[src/rtl/dec_scan.sv]
// Multiplexed 4-digit BCD to 7-segment scanner with per-frame input capture.
// Define DEC_SCAN_LZB_EN to blank leading zeros on digits 1..3.
module dec_scan #(
  parameter int unsigned F_CLK  = 50_000_000,
  parameter int unsigned F_SCAN = 1000
) (
  input  logic        clk,
  input  logic        rst_n,
  input  logic [15:0] i_dec,
  output logic [6:0]  o_seg,
  output logic [3:0]  o_an,
  output logic        o_frame
);

  localparam int unsigned DIV = F_CLK / F_SCAN;
  localparam int unsigned CW  = (DIV < 2) ? 1 : $clog2(DIV);
  localparam logic [CW-1:0] LAST = CW'(DIV - 1);

  generate
    if (DIV < 2) begin : g_bad_div
      $error("dec_scan: F_CLK/F_SCAN must be at least 2");
    end
  endgenerate

  function automatic logic [6:0] seg_decode(input logic [3:0] d);
    logic [6:0] s;
    case (d)
      4'd0:    s = 7'h40;
      4'd1:    s = 7'h79;
      4'd2:    s = 7'h24;
      4'd3:    s = 7'h30;
      4'd4:    s = 7'h19;
      4'd5:    s = 7'h12;
      4'd6:    s = 7'h02;
      4'd7:    s = 7'h78;
      4'd8:    s = 7'h00;
      4'd9:    s = 7'h10;
      default: s = 7'h3F;
    endcase
    return s;
  endfunction

  logic [CW-1:0] cnt;
  logic [1:0]    idx;
  logic [15:0]   shadow;

  logic          tick;
  logic          capture;
  logic [1:0]    nxt_idx;
  logic [15:0]   src;
  logic [3:0]    nib;
  logic          blank;
  logic [6:0]    nxt_seg;

  // Digit 0 is decoded straight from i_dec on the capture edge so the new
  // frame appears on the same edge the shadow register loads.
  always_comb begin
    tick    = (cnt == LAST);
    capture = tick && (idx == 2'd3);
    nxt_idx = idx + 2'd1;
    src     = capture ? i_dec : shadow;
    nib     = src[{nxt_idx, 2'b00} +: 4];
    blank   = 1'b0;
`ifdef DEC_SCAN_LZB_EN
    case (nxt_idx)
      2'd1:    blank = (src[15:4]  == '0);
      2'd2:    blank = (src[15:8]  == '0);
      2'd3:    blank = (src[15:12] == '0);
      default: blank = 1'b0;
    endcase
`endif
    nxt_seg = blank ? 7'h7F : seg_decode(nib);
  end

  always_ff @(posedge clk) begin
    if (!rst_n) begin
      cnt     <= '0;
      idx     <= 2'd3;
      shadow  <= '0;
      o_an    <= '1;
      o_seg   <= '1;
      o_frame <= 1'b0;
    end else begin
      o_frame <= capture;
      cnt     <= tick ? '0 : cnt + CW'(1);
      if (tick) begin
        idx   <= nxt_idx;
        o_an  <= ~(4'b0001 << nxt_idx);
        o_seg <= nxt_seg;
      end
      if (capture)
        shadow <= i_dec;
    end
  end

endmodule

[config.mk]
export PLATFORM = sky130hd
export DESIGN_NAME = dec_scan
export DESIGN_NICKNAME = d
export VERILOG_FILES = /design/src/rtl/dec_scan.sv
export SDC_FILE = /design/constraint.sdc
export NUM_CORES = 1
export LEC_CHECK = 0
export CORE_ASPECT_RATIO = 1.75
export CORE_UTILIZATION = 30
export CTS_BUF_LIST = sky130_fd_sc_hd__clkbuf_2
export CTS_CLUSTER_SIZE = 10
export DETAILED_ROUTE_END_ITERATION = 7
export GPL_TIMING_DRIVEN = 0
export SYNTH_ARGS = -nofsm -noshare
export SYNTH_HDL_FRONTEND = slang
export SYNTH_SLANG_ARGS = --single-unit
export TNS_END_PERCENT = 1
[constraint.sdc]
create_clock -name clk -period 4.3 [get_ports clk]
set_clock_uncertainty 0.2 [all_clocks]
set_input_delay 0.86 -clock clk [delete_from_list [all_inputs] [get_ports clk]]
set_output_delay 0.86 -clock clk [all_outputs]
set_load 0.005 [all_outputs]
==> results by group, run 1 <==
Finish
  – Proportion of layout cells with a drive suffix above 1: 0.06343
  – Area Growth Syn to Fin: 19.60%
  – Final design utilization: 0.3748
  – Layout net count: 298
  – Reg area: 920.9 um^2
  – Antenna Cells: 0
  – Multi-input logic area: around 1200 um^2
  – Fillers: 737

Clock network
  – CTS resizes: 0
  – Clock-pin slew on the worst setup and hold paths: 0.22 ns
  – H-tree depth: 2
  – # hold bufs at CTS: 0
  – CTS Buf Count: 5
  – Post-CTS setup buffers: 0
  – Worst skew pair latency: 0.40 ns
  – CTS tree: done
  – Clock sinks: 46
  – CTS max path bufs: 2
  – Root buf cell: clkbuf_2

STA
  – Final Cycle Share: 0.8823
  – Slew Limit Fails: 0
  – Final Hold Vio Count: 0
  – Final Setup Violations: 0
  – Measured slew at the worst slew-check pin: 0.9041 ns
  – Unrepaired setup endpoints after global routing: false
  – Minimum clock period: about 3.8 ns
  – Highest clock rate: 0.2636 GHz
  – Setup total negative slack: 0 ns
  – Slew headroom: 0.3926

Power
  – Comb pwr share: 0.051
  – Clk network pwr share: 0.258
  – Switching Share: 0.2296
  – Worst vdd ir: 138.5 uV
  – Pwr/cell area: 241.5 nW/um^2
  – Sw Pwr: about 0.00014 W
  – Internal power: 0.0004816 W
  – Pleak: 1.034 nW
  – Reg power frac: 0.691

Global routing
  – Total congestion overflow: 0
  – Largest net degree at the start of global routing: 13
  – First-pass GRT wire length: roughly 7.8 mm
  – Vias in the first global route: 1709
  – Antenna violations before repair: 0
  – Total track usage: 0.1362

Logic synthesis
  – Post-synth ARST share: 0
  – Seq cells post-synth: between 40 and 50
  – Synth Warn #: 0
  – Post-synth EDFFs: 0
  – Post-Syn Instances: ~230
  – Syn Nets: 262
  – Yosys cell types: 33
  – Top_reg_cell synth: dfxtp_1
  – Avg Synthesized Cell Area: 9.290 um^2
  – Synth Cell Area: 2165 um^2
  – Sequential area share after synthesis: 0.4254

Die
  – IO Pins: 30
  – Die ar.: 7572 um^2
  – Core area: about 7000 um^2
  – Initial cell density of the core: 0.3134
  – Die Y: 114.4 um
  – # rows: 40
  – Die X: 66.21 um

Drt
  – Via count: 1694
  – Wire per inst: roughly 13 um
  – DR iter-0 viols: 72
  – TritonRoute pass-1 iters: 4
  – DRT Wirelength: 4.556 mm
  – Vias per std cell: 4.813
  – Drt drc: 0
  – Final ANT Viol Nets: 0

Critical path
  – Worst EP required: 4.45 ns
  – Crit path launch type: flop
  – Worst Path Class, Setup: flop to flop
  – Crit Path Max Fanout: 10
  – Worst path arrival time: 3.95 ns
  – CP endpoint kind: flop

Place
  – Final Wtd Congestion: between 0.7 and 0.8
  – Port bufs: 29
  – DP HPWL: 3.531 mm

Outcome
  – Status: complete, no violations

Worst hold path
  – Hold/Removal Path Class: flop to flop

Run
  – Max cap viols: 0
## registers in the layout (all words and copies together) (netlist names)
signal,count
idx,2
shadow,16
o_frame,1
cnt,16
o_seg,7
o_an,4
## critical path, cell delays in order (launching register included)
cell	delay, ns
dfxtp_1	0.38
or4_1	0.57
or4_4	0.57
buf_4	0.21
buf_1	0.25
mux2i_1	0.20
mux4_2	0.58
ha_1	0.34
or2_2	0.31
a31oi_1	0.13
## worst paths after layout
kind,startpoint,cells after the start,endpoint,slack (ns)
max,cnt[10]$_SDFF_PP0_,9,o_seg[3]$_SDFFE_PN1N_,0.51
min,shadow[2]$_SDFF_PN0_,2,shadow[2]$_SDFF_PN0_,0.27
min reg2reg,shadow[2]$_SDFF_PN0_,2,shadow[2]$_SDFF_PN0_,0.27
max reg2reg,cnt[10]$_SDFF_PP0_,9,o_seg[3]$_SDFFE_PN1N_,0.51
## cell usage after synthesis, drive strengths merged, types with 5 or more instances
cell / number / share of area
dfxtp: 46 / 0.43
nand2: 33 / 0.057
nor2: 22 / 0.038
mux2i: 13 / 0.060
ha: 11 / 0.064
nor2b: 11 / 0.032
nand3: 9 / 0.021
a21boi: 8 / 0.028
o21ai: 8 / 0.018
xnor2: 8 / 0.032
clkbuf: 7 / 0.012
inv: 7 / 0.012
xor2: 7 / 0.028
and3: 6 / 0.017
mux4: 5 / 0.052
nand4: 5 / 0.014
## routing by layer
layer / track usage / vias to the layer above / part of all wire
li1: - / 855 / -
met1: 0.1520 / 805 / 0.42
met2: 0.2456 / 28 / 0.53
met3: 0.02888 / 6 / 0.031
met4: 0.05106 / 0 / 0.017
met5: 0 / - / 0
## cells in the final DEF (no fill, tap or decap), types with 3 or more instances in the layout
cell,synthesis,final
dfxtp_1,46,46
nand2_1,33,33
clkdlybuf4s50_1,0,29
nor2_1,22,22
mux2i_1,13,13
nor2b_1,11,11
ha_1,11,11
nand3_1,9,9
a21boi_0,8,8
xnor2_1,8,8
inv_1,7,7
clkbuf_1,7,7
xor2_1,7,7
o21ai_0,6,6
and3_1,6,6
nand4_1,5,5
mux4_2,5,5
clkbuf_2,0,5
or2_2,3,3
nor3_1,3,3
and2_1,3,3
a21oi_1,3,3
## power groups by stage
| stage | logic, W | clock network [W] | registers (W) |
|---|---|---|---|
| after global routing | 0.0000350 | 0.000188 | 0.000433 |
| after detailed placement | 0.0000323 | 0 | 0.000441 |
| after global placement | 0.0000322 | 0 | 0.000440 |
| final | 0.0000318 | 0.000161 | 0.000432 |
| after CTS | 0.0000324 | 0.000171 | 0.000432 |
| after floorplan | 0.0000111 | 0 | 0.000440 |
## cell type report
cell class / instances / area share
sequential: 46 / 0.3557
tap: 84 / 0.04060
multi-input combinational: 170 / 0.4529
clock inverter: 1 / 0.001450
inverter: 7 / 0.01015
buffer: 10 / 0.01740
clock buffer: 5 / 0.009667
timing repair buffer: 29 / 0.1121
## metrics by stage
step           cell area [um^2]  cells  hold slack, ns  total power [W]  worst slack, ns
6_report                   2589    352          0.2740        0.0006251           0.5061
5_1_grt                    2589    352          0.3070        0.0006559           0.3014
4_1_cts                    2589    352          0.2774        0.0006362           0.4628
3_5_place_dp               2560    346          0.2526        0.0004729           0.5031
3_3_place_gp               2560    346          0.2472        0.0004726           0.5214
2_1_floorplan              2165    233          0.2302        0.0004510           0.8328
## kinds of logic after synthesis
group	after synthesis	share of synthesized area
AOI/OAI and AO/OA	24	0.06994
xor gates and xnor gates	15	0.06070
adders and majority gates	11	0.06358
buffers and inverters	17	0.03295
DFF	46	0.4254
muxes	20	0.1225
and+or+nand+nor	100	0.2249
Note: power is estimated with default switching activity, not from simulation.
==> run 2, diff against run 1 <==
Settings changed: CORE_MARGIN set to 3, CORE_UTILIZATION 30 to 45, CTS_CLUSTER_SIZE 10 to 14, PLACE_DENSITY set to 0.68.
==> results by group, run 2 (synthesized netlist as in run 1, its figures left out) <==
Die
  – IO Pins: 30 (unchanged)
  – Die ar.: 5711 um^2 (-25%)
  – Die X: 58.43 um (-12%)
  – Core area: 4524 um^2 (-34%)
  – Initial cell density of the core: 0.4784 (+0.1650)
  – # rows: 32 (-20%)
  – Die Y: 97.75 um (-15%)

Critical path
  – Worst path arrival time: 3.89 ns (-0.06 ns)
  – Worst EP required: 4.41 ns (-0.04 ns)
  – CP max stage cell: mux4_2
  – Crit Path Max Fanout: 10 (unchanged)
  – Max stage delay on crit path: 0.58 ns (about the same)
  – Cell family with most CP delay: simple AND/OR/NAND/NOR gates
  – Worst Path Class, Setup: flop to flop
  – Crit path launch type: flop
  – WP buf/inv: 2 (unchanged)
  – CP endpoint kind: flop
  – CP Cell Sequence: or4_1 > or4_4 > buf_4 > buf_1 > mux2i_1 > mux4_2 > ha_1 > nor2_1 > a2bb2oi_1 > o211ai_1

Run
  – Max cap viols: 0 (unchanged)

Clock network
  – Worst skew pair latency: 0.40 ns (about the same)
  – Post-CTS setup buffers: 0 (unchanged)
  – # hold bufs at CTS: 0 (unchanged)
  – Root buf cell: clkbuf_2
  – Clock-pin slew on the worst setup and hold paths: 0.23 ns (about the same)
  – Clock sinks: 46 (unchanged)
  – CTS tree: done
  – CTS Buf Count: 5 (unchanged)
  – H-tree depth: 2 (unchanged)
  – CTS resizes: 0 (unchanged)
  – CTS max path bufs: 2 (unchanged)

Global routing
  – GR Layer Usage met2: 0.2730 (+0.02746)
  – Vias in the first global route: 1664 (-2.6%)
  – Total congestion overflow: 0 (unchanged)
  – Global routing's busiest layer: met2
  – Grt met1 use: 0.1821 (+0.03013)
  – First-pass GRT wire length: 7.224 mm (-7.6%)
  – Largest net degree at the start of global routing: 15 (+2)
  – Total track usage: 0.1594 (+0.02318)
  – Antenna violations before repair: 0 (unchanged)
  – Global-route met3 utilization: 0.03836 (+0.009475)

Drt
  – Wire per inst: 12.59 um (-2.7%)
  – DR iter-0 viols: 27 (-63%)
  – Via count: 1649 (-2.7%)
  – TritonRoute pass-1 iters: 4 (unchanged)
  – DRT Wirelength: 4.041 mm (-11%)
  – Vias per std cell: 5.137 (+6.7%)
  – Final ANT Viol Nets: 0 (unchanged)
  – Drt drc: 0 (unchanged)

Finish
  – Layout net count: 298 (unchanged)
  – Fillers: 446 (-39%)
  – Reg area: 920.9 um^2 (unchanged)
  – Commonest non-fill, non-tap cell in the layout: dfxtp_1
  – Area Growth Syn to Fin: 19.36%
  – Multi-input logic area: 1172 um^2 (unchanged)
  – Proportion of layout cells with a drive suffix above 1: 0.07407 (+0.01064)
  – Most frequent cells in the layout: dfxtp_1, nand2_1, clkdlybuf4s50_1
  – Top Registers: cnt: 16 flops, shadow: 16 flops, o_seg: 7 flops
  – Antenna Cells: 0 (unchanged)
  – Fin cells: 321 (-8.8%)

Power
  – Switching Share: 0.2203 (-0.009248)
  – Overall Power: 0.0007002 W (+12%)
  – Sw Pwr: 0.0001543 W (+7.5%)
  – Reg power frac: 0.618 (-0.073)
  – Pwr/cell area: 271.0 nW/um^2 (+12%)
  – Internal power: 0.0005459 W (+13%)
  – Pleak: 1.054 nW (+2.0%)
  – Clk network pwr share: 0.339 (+0.081)
  – Comb pwr share: 0.044 (-0.007)
  – Worst vdd ir: 236.9 uV (+71%)

Place
  – Port bufs: 29 (unchanged)
  – Final Wtd Congestion: 0.8445 (+10%)
  – Placed cell count: 313 (-9.5%)
  – DP HPWL: 3.086 mm (-13%)
  – Post-placement setup slack: 0.5116 ns (+0.008455 ns)

Worst hold path
  – Hold/Removal Path Class: flop to flop

STA
  – Measured slew at the worst slew-check pin: 0.9120 ns (+0.007896 ns)
  – Highest clock rate: 0.2647 GHz (+0.43%)
  – Final Setup Violations: 0 (unchanged)
  – Unrepaired setup endpoints after global routing: false
  – Setup total negative slack: 0 ns (unchanged)
  – Final Hold Vio Count: 0 (unchanged)
  – Minimum clock period: 3.778 ns (-0.01622 ns)
  – Final Cycle Share: 0.8785 (-0.003773)
  – Slew Limit Fails: 0 (unchanged)
  – Slew headroom: 0.3873 (-0.005304)
  – Final setup margin: 0.5223 ns (+0.01622 ns)

Outcome
  – Status: complete, no violations
run 2: worst reg2reg max path, cell delays in order (launching register included):
cell	delay, ns
dfxtp_1	0.38
or4_1	0.55
or4_4	0.57
buf_4	0.22
buf_1	0.26
mux2i_1	0.21
mux4_2	0.58
ha_1	0.34
nor2_1	0.11
a2bb2oi_1	0.19
o211ai_1	0.09
run 2: path summary, 6_finish.rpt:
path                                             from                     to  slack (ns)  cells after the start
worst max-delay path               cnt[10]$_SDFF_PP0_  o_seg[1]$_SDFFE_PN1N_        0.52                     10
worst min register to register  shadow[10]$_SDFF_PN0_  shadow[10]$_SDFF_PN0_        0.28                      2
worst max register to register     cnt[10]$_SDFF_PP0_  o_seg[1]$_SDFFE_PN1N_        0.52                     10
worst min-delay path            shadow[10]$_SDFF_PN0_  shadow[10]$_SDFF_PN0_        0.28                      2
run 2: cell type report:
type / instances / area share
multi-input cells: 170 / 0.4538
repair buffers: 29 / 0.1123
clock inverters: 3 / 0.01550
clock buffers: 5 / 0.009685
inverters: 7 / 0.01017
well taps: 51 / 0.02470
flip-flops and latches: 46 / 0.3564
plain buffers: 10 / 0.01743
run 2: through the flow:
stage | utilization | area (um^2) | hold WS [ns]
floorplan | - | 2165 | 0.2302
global route | 0.5711 | 2584 | 0.2977
finish | 0.5711 | 2584 | 0.2787
CTS | 0.5711 | 2584 | 0.2800
global placement | 0.5567 | 2519 | 0.2465
detailed placement | 0.5567 | 2519 | 0.2563
run 2: power by group through the flow:
stage	clock network [W]	registers [W]	logic, W
after floorplan	0	0.000440	0.0000111
after global placement	0	0.000440	0.0000314
after detailed placement	0	0.000440	0.0000312
after CTS	0.000245	0.000432	0.0000313
after global routing	0.000265	0.000434	0.0000343
final	0.000237	0.000432	0.0000308
run 2: metal layers:
layer	vias to the layer above	wire length, um
met5	-	0
met4	0	87
met1	759	1778
met3	9	126
met2	25	2049
li1	856	-
==> run 3, diff against run 2 <==
Settings changed: CORE_MARGIN 3 to 5.
==> results by group, run 3 (synthesized netlist as in run 1, its figures left out) <==
Critical path
  – Max stage delay on crit path: 0.58 ns (about the same)
  – CP endpoint kind: flop
  – CP Cell Sequence: or4_1 > or4_4 > buf_4 > buf_1 > mux2i_1 > mux4_2 > ha_1 > or2_2 > a31oi_1
  – Critical Path Source: cnt[11]$_SDFF_PP0_
  – Cell family with most CP delay: simple AND/OR/NAND/NOR gates
  – WP buf/inv: 2 (unchanged)
  – Worst path arrival time: 3.92 ns (+0.03 ns)
  – Worst Path Class, Setup: flop to flop
  – Worst EP required: 4.46 ns (+0.05 ns)
  – CP max stage cell: mux4_2
  – Worst R2R Start: cnt[11]$_SDFF_PP0_
  – Crit Path Max Fanout: 10 (unchanged)
  – Crit path launch type: flop

STA
  – Final Cycle Share: 0.8729 (-0.005665)
  – Slew Limit Fails: 0 (unchanged)
  – Final setup margin: 0.5467 ns (+0.02436 ns)
  – Measured slew at the worst slew-check pin: 0.9768 ns (+0.06474 ns)
  – Slew headroom: 0.3438 (-0.04349)
  – Final Hold Vio Count: 0 (unchanged)
  – Unrepaired setup endpoints after global routing: false
  – Minimum clock period: 3.753 ns (-0.02436 ns)
  – Setup total negative slack: 0 ns (unchanged)
  – Highest clock rate: 0.2664 GHz (+0.65%)
  – Final Setup Violations: 0 (unchanged)

Drt
  – TritonRoute pass-1 iters: 4 (unchanged)
  – Final ANT Viol Nets: 0 (unchanged)
  – Via count: 1652 (+0.18%)
  – Drt drc: 0 (unchanged)
  – DRT Wirelength: 4.147 mm (+2.6%)
  – Vias per std cell: 5.115 (-0.44%)
  – Wire per inst: 12.84 um (+2.0%)
  – DR iter-0 viols: 40 (+48%)

Clock network
  – Clock sinks: 46 (unchanged)
  – CTS max path bufs: 2 (unchanged)
  – CTS tree: done
  – Clock-pin slew on the worst setup and hold paths: 0.23 ns (about the same)
  – # hold bufs at CTS: 0 (unchanged)
  – CTS resizes: 0 (unchanged)
  – Root buf cell: clkbuf_2
  – H-tree depth: 2 (unchanged)
  – CTS Buf Count: 5 (unchanged)
  – Worst skew pair latency: 0.42 ns (+0.02 ns)
  – Post-CTS setup buffers: 0 (unchanged)

Global routing
  – Largest net degree at the start of global routing: 15 (unchanged)
  – Antenna violations before repair: 1 (+1)
  – First-pass GRT wire length: 6.996 mm (-3.2%)
  – Vias in the first global route: 1625 (-2.3%)
  – Total congestion overflow: 0 (unchanged)
  – Total track usage: 0.1378 (-0.02155)

Finish
  – Most frequent cells in the layout: dfxtp_1, nand2_1, clkdlybuf4s50_1
  – Top Registers: cnt: 16 flops, shadow: 16 flops, o_seg: 7 flops
  – Proportion of layout cells with a drive suffix above 1: 0.07407 (unchanged)
  – Final design utilization: 0.5546 (-0.01650)
  – Layout net count: 298 (unchanged)
  – Commonest non-fill, non-tap cell in the layout: dfxtp_1
  – Area Growth Syn to Fin: 19.54%
  – Fin cells: 323 (+0.62%)
  – Fillers: 449 (+0.67%)

Power
  – Internal power: 0.0005459 W (about the same)
  – Pwr/cell area: 270.4 nW/um^2 (-0.21%)
  – Reg power frac: 0.618 (about the same)
  – Pleak: 1.054 nW (about the same)
  – Switching Share: 0.2199 (-0.0004624)
  – Sw Pwr: 0.0001539 W (-0.27%)
  – Overall Power: 0.0006997 W (about the same)
  – Worst vdd ir: 311.2 uV (+31%)
  – Clk network pwr share: 0.338 (about the same)
  – Comb pwr share: 0.044 (about the same)

Place
  – Post-placement setup slack: 0.5395 ns (+0.02794 ns)
  – DP HPWL: 3.195 mm (+3.5%)
  – Final Wtd Congestion: 0.7907 (-6.4%)
  – Port bufs: 29 (unchanged)
  – Placed cell count: 314 (+0.32%)

Die
  – Die ar.: 6351 um^2 (+11%)
  – Core area: 4666 um^2 (+3.1%)
  – Die X: 62.43 um (+6.8%)
  – IO Pins: 30 (unchanged)
  – Die Y: 101.7 um (+4.1%)
  – # rows: 33 (+3.1%)
  – Initial cell density of the core: 0.4639 (-0.01450)

Run
  – Max cap viols: 0 (unchanged)

Outcome
  – Status: complete, no violations

Worst hold path
  – Hold/Removal Path Class: flop to flop
  – Worst Min Path Start: shadow[2]$_SDFF_PN0_
## run 3: worst paths after layout
check | to | cells past startpoint | slack [ns]
setup / recovery | o_seg[3]$_SDFFE_PN1N_ | 9 | 0.55
hold / removal | shadow[2]$_SDFF_PN0_ | 2 | 0.28
setup reg to reg | o_seg[3]$_SDFFE_PN1N_ | 9 | 0.55
hold reg to reg | shadow[2]$_SDFF_PN0_ | 2 | 0.28
## run 3: per-layer routing
layer | wire length, um | GRT usage
met1 | 1763 | 0.1425
met2 | 2136 | 0.2564
met3 | 147 | 0.02775
met4 | 99 | 0.07516
met5 | 0 | 0
## run 3: power groups by stage
stage               logic [W]  registers (W)  clock network (W)
global placement    0.0000312       0.000440                  0
global route        0.0000336       0.000433           0.000264
finish              0.0000309       0.000432           0.000237
detailed placement  0.0000312       0.000440                  0
CTS                 0.0000313       0.000432           0.000247
floorplan           0.0000111       0.000440                  0
## run 3: final cells by class
| type | instances | area, um^2 | share of cell area |
|---|---|---|---|
| inverters | 7 | 26.28 | 0.01015 |
| multi-input cells | 170 | 1172 | 0.4531 |
| repair buffers | 29 | 290.3 | 0.1122 |
| well taps | 52 | 65.06 | 0.02515 |
| plain buffers | 10 | 45.04 | 0.01741 |
| flip-flops and latches | 46 | 920.9 | 0.3559 |
| diodes | 1 | 2.502 | 0.0009671 |
| clock inverters | 3 | 40.04 | 0.01547 |
| clock buffers | 5 | 25.02 | 0.009671 |
## run 3: worst reg2reg max path, cell delays in order, from the launching register on
cell,delay (ns)
dfxtp_1,0.40
or4_1,0.53
or4_4,0.57
buf_4,0.21
buf_1,0.26
mux2i_1,0.20
mux4_2,0.58
ha_1,0.34
or2_2,0.29
a31oi_1,0.12
## run 3: metrics by stage
stage / cell area, um^2 / hold slack [ns]
6_report: 2587 / 0.2776
4_1_cts: 2585 / 0.2811
3_3_place_gp: 2520 / 0.2459
5_1_grt: 2587 / 0.3013
2_1_floorplan: 2165 / 0.2302
3_5_place_dp: 2520 / 0.2565
